File: config.mk
export PLATFORM = sky130hd
export DESIGN_NAME = sync_fifo_rw_flat
export DESIGN_NICKNAME = d
export VERILOG_FILES = /design/src/rtl/sync_fifo_rw_if.sv /design/src/rtl/sync_fifo_rw.sv /design/src/flat_wrapper.sv
export SDC_FILE = /design/constraint.sdc
export NUM_CORES = 1
export LEC_CHECK = 0
export ABC_AREA = 0
export CAP_MARGIN = 5
export CORE_MARGIN = 2
export CORE_UTILIZATION = 52
export DETAILED_ROUTE_END_ITERATION = 7
export PLACE_DENSITY = 0.76
export SYNTH_ARGS = -nofsm -noshare
export SYNTH_HDL_FRONTEND = slang
export SYNTH_SLANG_ARGS = --single-unit
File: constraint.sdc
create_clock -name clk -period 2.05 [get_ports clk]
set_input_delay 0.41 -clock clk [delete_from_list [all_inputs] [get_ports clk]]
set_output_delay 0.41 -clock clk [all_outputs]
set_load 0.05 [all_outputs]
File: src/rtl/sync_fifo_rw_if.sv
// Writer/reader bundle for sync_fifo_rw.
// master: the producer/consumer side that drives wr_en, wr_data and rd_en.
// slave: the FIFO itself, which drives full, empty, count and rd_data.
interface sync_fifo_rw_if #(
    parameter int WIDTH = 8,
    parameter int DEPTH = 4
);
    localparam int AW = $clog2(DEPTH);

    // Handshake: a push happens on a rising edge when wr_en=1 and
    // (full=0 or rd_en=1). A pop happens on a rising edge when rd_en=1 and
    // empty=0. rd_data always shows the head word and is meaningful only
    // while empty=0. Requests that are not accepted leave no trace.
    logic             wr_en;
    logic [WIDTH-1:0] wr_data;
    logic             full;
    logic             rd_en;
    logic [WIDTH-1:0] rd_data;
    logic             empty;
    logic [AW:0]      count;

    modport master (
        output wr_en, wr_data, rd_en,
        input  full, rd_data, empty, count
    );

    modport slave (
        input  wr_en, wr_data, rd_en,
        output full, rd_data, empty, count
    );
endinterface

File: src/rtl/sync_fifo_rw.sv
// sync_fifo_rw: single-clock show-ahead FIFO built from enable-gated flops,
// circular read/write pointers and an occupancy counter.
// Optional feature macro: SYNC_FIFO_ERR_EN adds a sticky err output that
// records any overflow or underflow attempt until the next reset.
module sync_fifo_rw #(
    parameter int  WIDTH = 8,
    parameter int  DEPTH = 4,
    localparam int AW    = $clog2(DEPTH)
) (
    input  logic clk,
    input  logic rst,
`ifdef SYNC_FIFO_ERR_EN
    output logic err,
`endif
    sync_fifo_rw_if.slave bus
);
    logic [WIDTH-1:0] mem_q [DEPTH];
    logic [WIDTH-1:0] mem_d [DEPTH];
    logic [AW-1:0]    wr_ptr_q, wr_ptr_d;
    logic [AW-1:0]    rd_ptr_q, rd_ptr_d;
    logic [AW:0]      count_q, count_d;
    logic             full, empty, push, pop;

    // Flags come straight from the registered count, so wr_en/wr_data
    // never reach the flags or rd_data combinationally.
    assign empty = (count_q == '0);
    assign full  = (count_q == (AW+1)'(DEPTH));

    // A full FIFO still accepts a write when the head leaves on the same edge.
    assign push = bus.wr_en & (~full | bus.rd_en);
    assign pop  = bus.rd_en & ~empty;

    assign bus.empty   = empty;
    assign bus.full    = full;
    assign bus.count   = count_q;
    assign bus.rd_data = mem_q[rd_ptr_q];

    // Next pointer and occupancy; pointers wrap naturally since DEPTH is 2^AW.
    always_comb begin
        wr_ptr_d = wr_ptr_q;
        rd_ptr_d = rd_ptr_q;
        count_d  = count_q;
        if (push) wr_ptr_d = wr_ptr_q + AW'(1);
        if (pop)  rd_ptr_d = rd_ptr_q + AW'(1);
        if (push && !pop)      count_d = count_q + (AW+1)'(1);
        else if (pop && !push) count_d = count_q - (AW+1)'(1);
    end

    // Next storage contents: only the entry under wr_ptr changes, on a push.
    always_comb begin
        mem_d = mem_q;
        if (push) mem_d[wr_ptr_q] = bus.wr_data;
    end

    // Storage is deliberately not reset; stale words are hidden by empty.
    always_ff @(posedge clk) begin
        mem_q <= mem_d;
    end

    // Pointer and count registers; reset discards all queued data at once.
    always_ff @(posedge clk or negedge rst) begin
        if (!rst) begin
            wr_ptr_q <= '0;
            rd_ptr_q <= '0;
            count_q  <= '0;
        end else begin
            wr_ptr_q <= wr_ptr_d;
            rd_ptr_q <= rd_ptr_d;
            count_q  <= count_d;
        end
    end

`ifdef SYNC_FIFO_ERR_EN
    logic err_q, err_d;

    // Sticky error: set by a dropped write or a read of an empty FIFO.
    always_comb begin
        err_d = err_q;
        if (bus.wr_en && full && !bus.rd_en)  err_d = 1'b1;
        if (bus.rd_en && empty && !bus.wr_en) err_d = 1'b1;
    end

    // Error flag register; only reset clears it.
    always_ff @(posedge clk or negedge rst) begin
        if (!rst) err_q <= 1'b0;
        else      err_q <= err_d;
    end

    assign err = err_q;
`endif
endmodule

File: src/flat_wrapper.sv
// flat-port wrapper written by rule: the top's interface ports become plain ports
module sync_fifo_rw_flat 
#(
    parameter int  WIDTH = 8,
    parameter int  DEPTH = 4,
    localparam int AW    = $clog2(DEPTH)
)
  (clk, rst, bus_wr_en, bus_wr_data, bus_rd_en, bus_full, bus_rd_data, bus_empty, bus_count);
  sync_fifo_rw_if #(.WIDTH(WIDTH), .DEPTH(DEPTH)) bus_i ();
  input  logic clk;
  input  logic rst;
  input wire logic [$bits(bus_i.wr_en)-1:0] bus_wr_en;
  input wire logic [$bits(bus_i.wr_data)-1:0] bus_wr_data;
  input wire logic [$bits(bus_i.rd_en)-1:0] bus_rd_en;
  output wire logic [$bits(bus_i.full)-1:0] bus_full;
  output wire logic [$bits(bus_i.rd_data)-1:0] bus_rd_data;
  output wire logic [$bits(bus_i.empty)-1:0] bus_empty;
  output wire logic [$bits(bus_i.count)-1:0] bus_count;
  assign bus_i.wr_en = bus_wr_en;
  assign bus_i.wr_data = bus_wr_data;
  assign bus_i.rd_en = bus_rd_en;
  assign bus_full = bus_i.full;
  assign bus_rd_data = bus_i.rd_data;
  assign bus_empty = bus_i.empty;
  assign bus_count = bus_i.count;
  sync_fifo_rw #(.WIDTH(WIDTH), .DEPTH(DEPTH)) u_core (.clk(clk), .rst(rst), .bus(bus_i));
endmodule
==> flow_summary.json, run 1 <==
{
  "synthMuxAreaShare_pct": 13.0,
  "fin_cells": 149,
  "rrSetupSlack_ps": 50,
  "highest_layer": "met4",
  "outcome": "completed",
  "crit_start": "u_core.bus.count[0]",
  "route.met3.wl_um": 84,
  "drive_gt1_share_pct": 42.2,
  "root_buffer": "clkbuf_4",
  "hold_viol": 0,
  "synth_xor_area_share_pct": 3.30,
  "r2r_start": "u_core.bus.count[0]",
  "grt_pass1_wl_um": 3970,
  "clock.fmax_mhz": 499,
  "wl_per_cell_um": 17.8,
  "p_total_mw": 3.42,
  "core_um2": 2980,
  "synth_top_family_by_area": "multiplexers",
  "netlist_instances": 77,
  "area_growth_syn_to_layout_pct": 29.7,
  "wl_met1_um": 1150,
  "slew_viol_final": 0,
  "cts_sinks": 39,
  "grt_pass1_vias": 857,
  "p_leak_nw": 0.779,
  "synth_cell_types": 19,
  "grt_setup_unrepaired": "yes",
  "hpwl_um": 1820,
  "hp-class": "in -> async",
  "syn_nets": 95,
  "synth-simple-area-share_pct": 4.48,
  "cts.clk_slew.worst_paths_ps": 110,
  "n_antenna_cell": 0,
  "nets": 133,
  "p_per_area_nw_per_um2": 1660,
  "drt_iter0_markers": 22,
  "syn-cell-area_um2": 1590,
  "finalCritPeriodShare_pct": 97.8,
  "ys_warn_count": 0,
  "cts-hold-fix-buffers": 0,
  "finish.utilization_pct": 69.3,
  "worstPathRequired_ps": 2280,
  "r2r_cells": 7,
  "fin_crit_ps": 2000,
  "vias": 798,
  "cap_violations": 0,
  "r2r-end": "u_core.bus.count[1]",
  "drc": 0,
  "place.gp.congestion": 0.652,
  "synth_compound_area_share_pct": 1.18,
  "syn_avg_cell_area_um2": 20.7,
  "rows": 20,
  "viasPerCell": 5.36,
  "ir_drop_v": 0.000892,
  "slew_headroom_pct": 66.4,
  "pre_cts_ws_ps": -197,
  "cts.path.max_buffers": 2,
  "tightestPinTransition_ps": 504,
  "synth_fa_ha_area_share_pct": 5.19,
  "drtPass1Iterations": 4,
  "antenna_found_initial": 0,
  "critPathKind": "reg -> reg",
  "fin_skew_ps": 12.2,
  "dp_cells": 138,
  "ys_seq_elements": 39,
  "die_x_um": 59.3,
  "portBuffers": 24,
  "arrival_ps": 2240,
  "final_cell_mix": "edfxtp_1 (32), clkdlybuf4s50_1 (11), buf_4 (11)",
  "cts_tree": "built",
  "finalWorstSetupSlack_ps": 45.6,
  "io_pins": 25,
  "finalSetupViolCount": 0,
  "drt_wl_total_um": 2660,
  "critPathLaunchType": "flop",
  "crit_path_end": "u_core.bus.count[1]",
  "h-tree-depth": 2,
  "ys_seq_area_share_pct": 71.4,
  "grt_max_degree": 14,
  "grt.overflow.total": 0,
  "cts_buffers": 5,
  "fp.dieH_um": 59.3,
  "grt_usage_pct": 16.9,
  "start_util_pct": 53.4,
  "worstSetupEndpointType": "flop",
  "final_common_cell": "edfxtp_1",
  "insertion_delay_ps": 350,
  "ant_nets": 0,
  "wl_met2_um": 1390,
  "die_area_um2": 3520,
  "critPathMaxFanout": 4
}
==> repair_timing <==
item / in CTS / in global routing
buffers inserted: 0 / 3
resized for setup: 3 / 8
setup endpoints to repair: 4 / 10
endpoints found under the hold margin: 0 / 0
==> state kept, by name, summed over array words and instances (netlist names) <==
| register | count |
|---|---|
| u_core.wr_ptr_q | 2 |
| u_core.rd_ptr_q | 2 |
| u_core.bus.count | 3 |
| u_core.mem_q | 32 |
==> where the power goes <==
| part | internal, mW | switching [mW] | total, mW |
|---|---|---|---|
| combinational | 0.732 | 0.947 | 1.68 |
| sequential | 1.08 | 0.154 | 1.23 |
| clock | 0.257 | 0.256 | 0.513 |
| total | 2.06 | 1.36 | 3.42 |
==> cells by family after synthesis <==
kind of cell	Yosys count
compound gates	1
xor+xnor	6
fa+ha+maj	6
buf+inv	6
flops	39
mux	10
simple gates	9
==> layer usage <==
metal | vias to the layer above | track usage, %
li1 | 370 | -
met1 | 409 | 20.8
met2 | 15 | 26.8
met3 | 4 | 6.55
met4 | 0 | 6.82
met5 | - | 0
==> cells in the mapped netlist <==
| cell type | number | area share, % |
|---|---|---|
| mux2_4 | 1 | 0.94 |
| mux4_2 | 8 | 11 |
| and2_2 | 4 | 1.9 |
| nand3b_1 | 1 | 0.47 |
| ha_1 | 5 | 3.9 |
| nor3_1 | 1 | 0.31 |
| a21boi_4 | 1 | 1.2 |
| inv_1 | 4 | 0.94 |
| nor3b_4 | 1 | 1.2 |
| nor2_1 | 1 | 0.24 |
| edfxtp_1 | 32 | 60 |
| xnor2_1 | 4 | 2.2 |
| mux2_2 | 1 | 0.71 |
| buf_2 | 1 | 0.31 |
| xor2_1 | 2 | 1.1 |
| nand2b_1 | 1 | 0.39 |
| dfrtp_1 | 7 | 11 |
| clkbuf_1 | 1 | 0.24 |
| fa_1 | 1 | 1.3 |
==> area by class of cell <==
type	count	area, um2
Clock buffer	5	37.5
Clock inverter	3	42.5
Fill cell	201	913
Inverter	4	15.0
Multi-Input combinational cell	32	467
Sequential cell	39	1140
Tap cell	33	41.3
Timing Repair Buffer	33	322
==> critical path, cell delays in order (launching register included) <==
cell and delay [ps]:
dfrtp_2 460, buf_4 160, nor3b_4 270, a21boi_4 110, ha_4 170, inv_2 50
fa_1 400, mux2_4 280
==> stage by stage <==
| step | area, um2 | hold WS, ps | TNS (ps) |
|---|---|---|---|
| 3_3_place_gp | 1930 | 514 | -203 |
| 4_1_cts | 2010 | 324 | 0 |
| 5_1_grt | 2060 | 326 | -147 |
| 3_5_place_dp | 1930 | 533 | -318 |
| 2_1_floorplan | 1620 | 114 | -625 |
| 6_report | 2060 | 335 | 0 |
==> how the worst min path moves through the flow <==
| stage | end | cells after the start | slack (ps) |
|---|---|---|---|
| global route | u_core.wr_ptr_q[0] | 1 | 330 |
| floorplan | u_core.bus.count[0] | 0 | 110 |
| CTS | u_core.bus.count[1] | 1 | 320 |
| finish | u_core.wr_ptr_q[1] | 1 | 330 |
| global placement | u_core.bus.count[2] | 1 | 510 |
| detailed placement | u_core.bus.count[2] | 1 | 530 |
No activity file was read; power rests on OpenSTA's default activity.
==> inputs of run 2 (changes only) <==
--- a/config.mk
+++ b/config.mk
@@ -11,6 +11,7 @@
 export CORE_UTILIZATION = 52
 export DETAILED_ROUTE_END_ITERATION = 7
 export PLACE_DENSITY = 0.76
+export SKIP_CTS_REPAIR_TIMING = 1
 export SYNTH_ARGS = -nofsm -noshare
 export SYNTH_HDL_FRONTEND = slang
 export SYNTH_SLANG_ARGS = --single-unit
==> run 2 against run 1 <==
Count of clock-buffer cells in the layout unchanged; clock skew unchanged; flip-flop and latch count unchanged; worst setup slack about the same; first-iteration DRC count unchanged; sequential share of layout area decreased by 0.20 points; via count increased by 0.25%; die area unchanged; critical endpoint unchanged; largest power group unchanged; final area increased by 0.36%; highest routed layer unchanged; worst hold slack improved by 0.64 ps; global-route usage unchanged.
==> flow_summary.json, run 2 (synthesized netlist as in run 1, its figures left out) <==
{
  "regMostFlops": "u_core.mem_q",
  "swShare_pct": 39.5,
  "n_antenna_cell": 0,
  "grt_usage_pct": 16.9,
  "critPathLaunchType": "flop",
  "vias": 800,
  "p_leak_nw": 0.795,
  "sequentialPowerShare_pct": 35.8,
  "path_cells": "buf_4 -> nor3b_4 -> a21boi_4 -> ha_4 -> inv_2 -> fa_1 -> mux2_4",
  "portBuffers": 24,
  "ant_nets": 0,
  "critPathMaxFanout": 4,
  "hold_viol": 0,
  "h-tree-depth": 2,
  "worstSetupEndpointType": "flop",
  "grt_pass1_wl_um": 3970,
  "insertion_delay_ps": 350,
  "cts_sinks": 39,
  "p_per_area_nw_per_um2": 1660,
  "slew_headroom_pct": 66.4,
  "drive_gt1_share_pct": 42.2,
  "hpwl_um": 1820,
  "cts_buffers": 5,
  "slowest_stage": "dfrtp_2",
  "grt_pass1_vias": 857,
  "largest_register_ffs": 32,
  "viasPerCell": 5.37,
  "cpPeakStageDelay_ps": 460,
  "grt_max_degree": 14,
  "root_buffer": "clkbuf_4",
  "clkPwrFrac_pct": 14.9,
  "fin_area_um2": 2070,
  "finalSetupViolCount": 0,
  "place.gp.congestion": 0.652,
  "fin_cells": 149,
  "dp_cells": 138,
  "grt_setup_unrepaired": "yes",
  "wl_per_cell_um": 17.8,
  "final_common_cell": "edfxtp_1",
  "io_pins": 25,
  "critPathKind": "reg -> reg",
  "outcome": "completed",
  "drtPass1Iterations": 4,
  "area_growth_syn_to_layout_pct": 30.2,
  "clock.fmax_mhz": 499,
  "worstPathRequired_ps": 2280,
  "core_um2": 2980,
  "holdWs_ps": 335,
  "die_area_um2": 3520,
  "combPwrFrac_pct": 49.3,
  "power_switching_mw": 1.36,
  "die_x_um": 59.3,
  "placed_cell_area_um2": 1930,
  "grt.overflow.total": 0,
  "finish.utilization_pct": 69.6,
  "cts_tree": "built",
  "rows": 20,
  "p_total_mw": 3.43,
  "drt_wl_total_um": 2660,
  "drc": 0,
  "cts.path.max_buffers": 2,
  "cts.clk_slew.worst_paths_ps": 110,
  "ir_drop_v": 0.000892,
  "nets": 133,
  "final_cell_mix": "edfxtp_1 (32), clkdlybuf4s50_1 (11), buf_4 (11)",
  "tightestPinTransition_ps": 504,
  "slew_viol_final": 0,
  "fin_skew_ps": 12.2,
  "cap_violations": 0,
  "hp-class": "in -> async",
  "fp.dieH_um": 59.3,
  "antenna_found_initial": 0,
  "fin_crit_ps": 2000,
  "arrival_ps": 2240,
  "start_util_pct": 53.4,
  "finalCritPeriodShare_pct": 97.8,
  "p_int_mw": 2.08,
  "drt_iter0_markers": 22
}
## run 2: critical path: cells and delay by family, from the launching register on
family | cells | cell delay, ps
simple gates | 1 | 270
compound gates | 1 | 110
flops | 1 | 460
buf+inv | 2 | 210
mux | 1 | 280
fa+ha+maj | 2 | 570
## run 2: final cells by class
class | instances | area (um2)
Clock buffer | 5 | 37.5
Inverter | 4 | 15.0
Sequential cell | 39 | 1140
Fill cell | 198 | 906
Clock inverter | 3 | 42.5
Multi-Input combinational cell | 32 | 467
Tap cell | 33 | 41.3
Timing Repair Buffer | 33 | 329
## run 2: final timing paths
check / startpoint / end / slack [ps] / cells after the start
max: u_core.bus.count[0] / u_core.bus.count[1] / 50 / 7
min: rst / u_core.wr_ptr_q[1] / 340 / 1
max reg2reg: u_core.bus.count[0] / u_core.bus.count[1] / 50 / 7
min reg2reg: u_core.bus.count[2] / u_core.bus.count[2] / 550 / 1
max in group asynchronous: rst / u_core.bus.count[1] / 1430 / 1
min in group clk: u_core.bus.count[2] / u_core.bus.count[2] / 550 / 1
## run 2: power by group through the flow
stage	clock network, mW	logic (mW)	registers [mW]
4_1_cts	0.521	1.58	1.25
3_3_place_gp	0	1.54	1.25
3_5_place_dp	0	1.57	1.27
5_1_grt	0.557	1.79	1.25
6_report	0.513	1.69	1.23
2_1_floorplan	0	1.05	1.30
## run 2: routing by layer
metal  wire (um)  up-vias  track usage (%)
met1        1150      411             20.8
met4          34        0             6.82
li1            -      370                -
met3          84        4             6.55
met5           0        -                0
met2        1390       15             26.8
## run 2: through the flow
step                      worst slack [ps]  setup TNS [ps]
after floorplan                       -313            -625
after global placement                -116            -203
after detailed placement              -197            -318
after CTS                            -53.9           -97.1
after global routing                 -29.6            -146
final                                 45.2               0
==> inputs of run 3 (changes only) <==
--- a/config.mk
+++ b/config.mk
@@ -6,6 +6,7 @@
 export NUM_CORES = 1
 export LEC_CHECK = 0
 export ABC_AREA = 0
+export ABC_CLOCK_PERIOD_IN_PS = 2050
 export CAP_MARGIN = 5
 export CORE_MARGIN = 2
 export CORE_UTILIZATION = 52
==> results of run 3 <==
Final layout, timing and power as in run 2 (identical DEF).
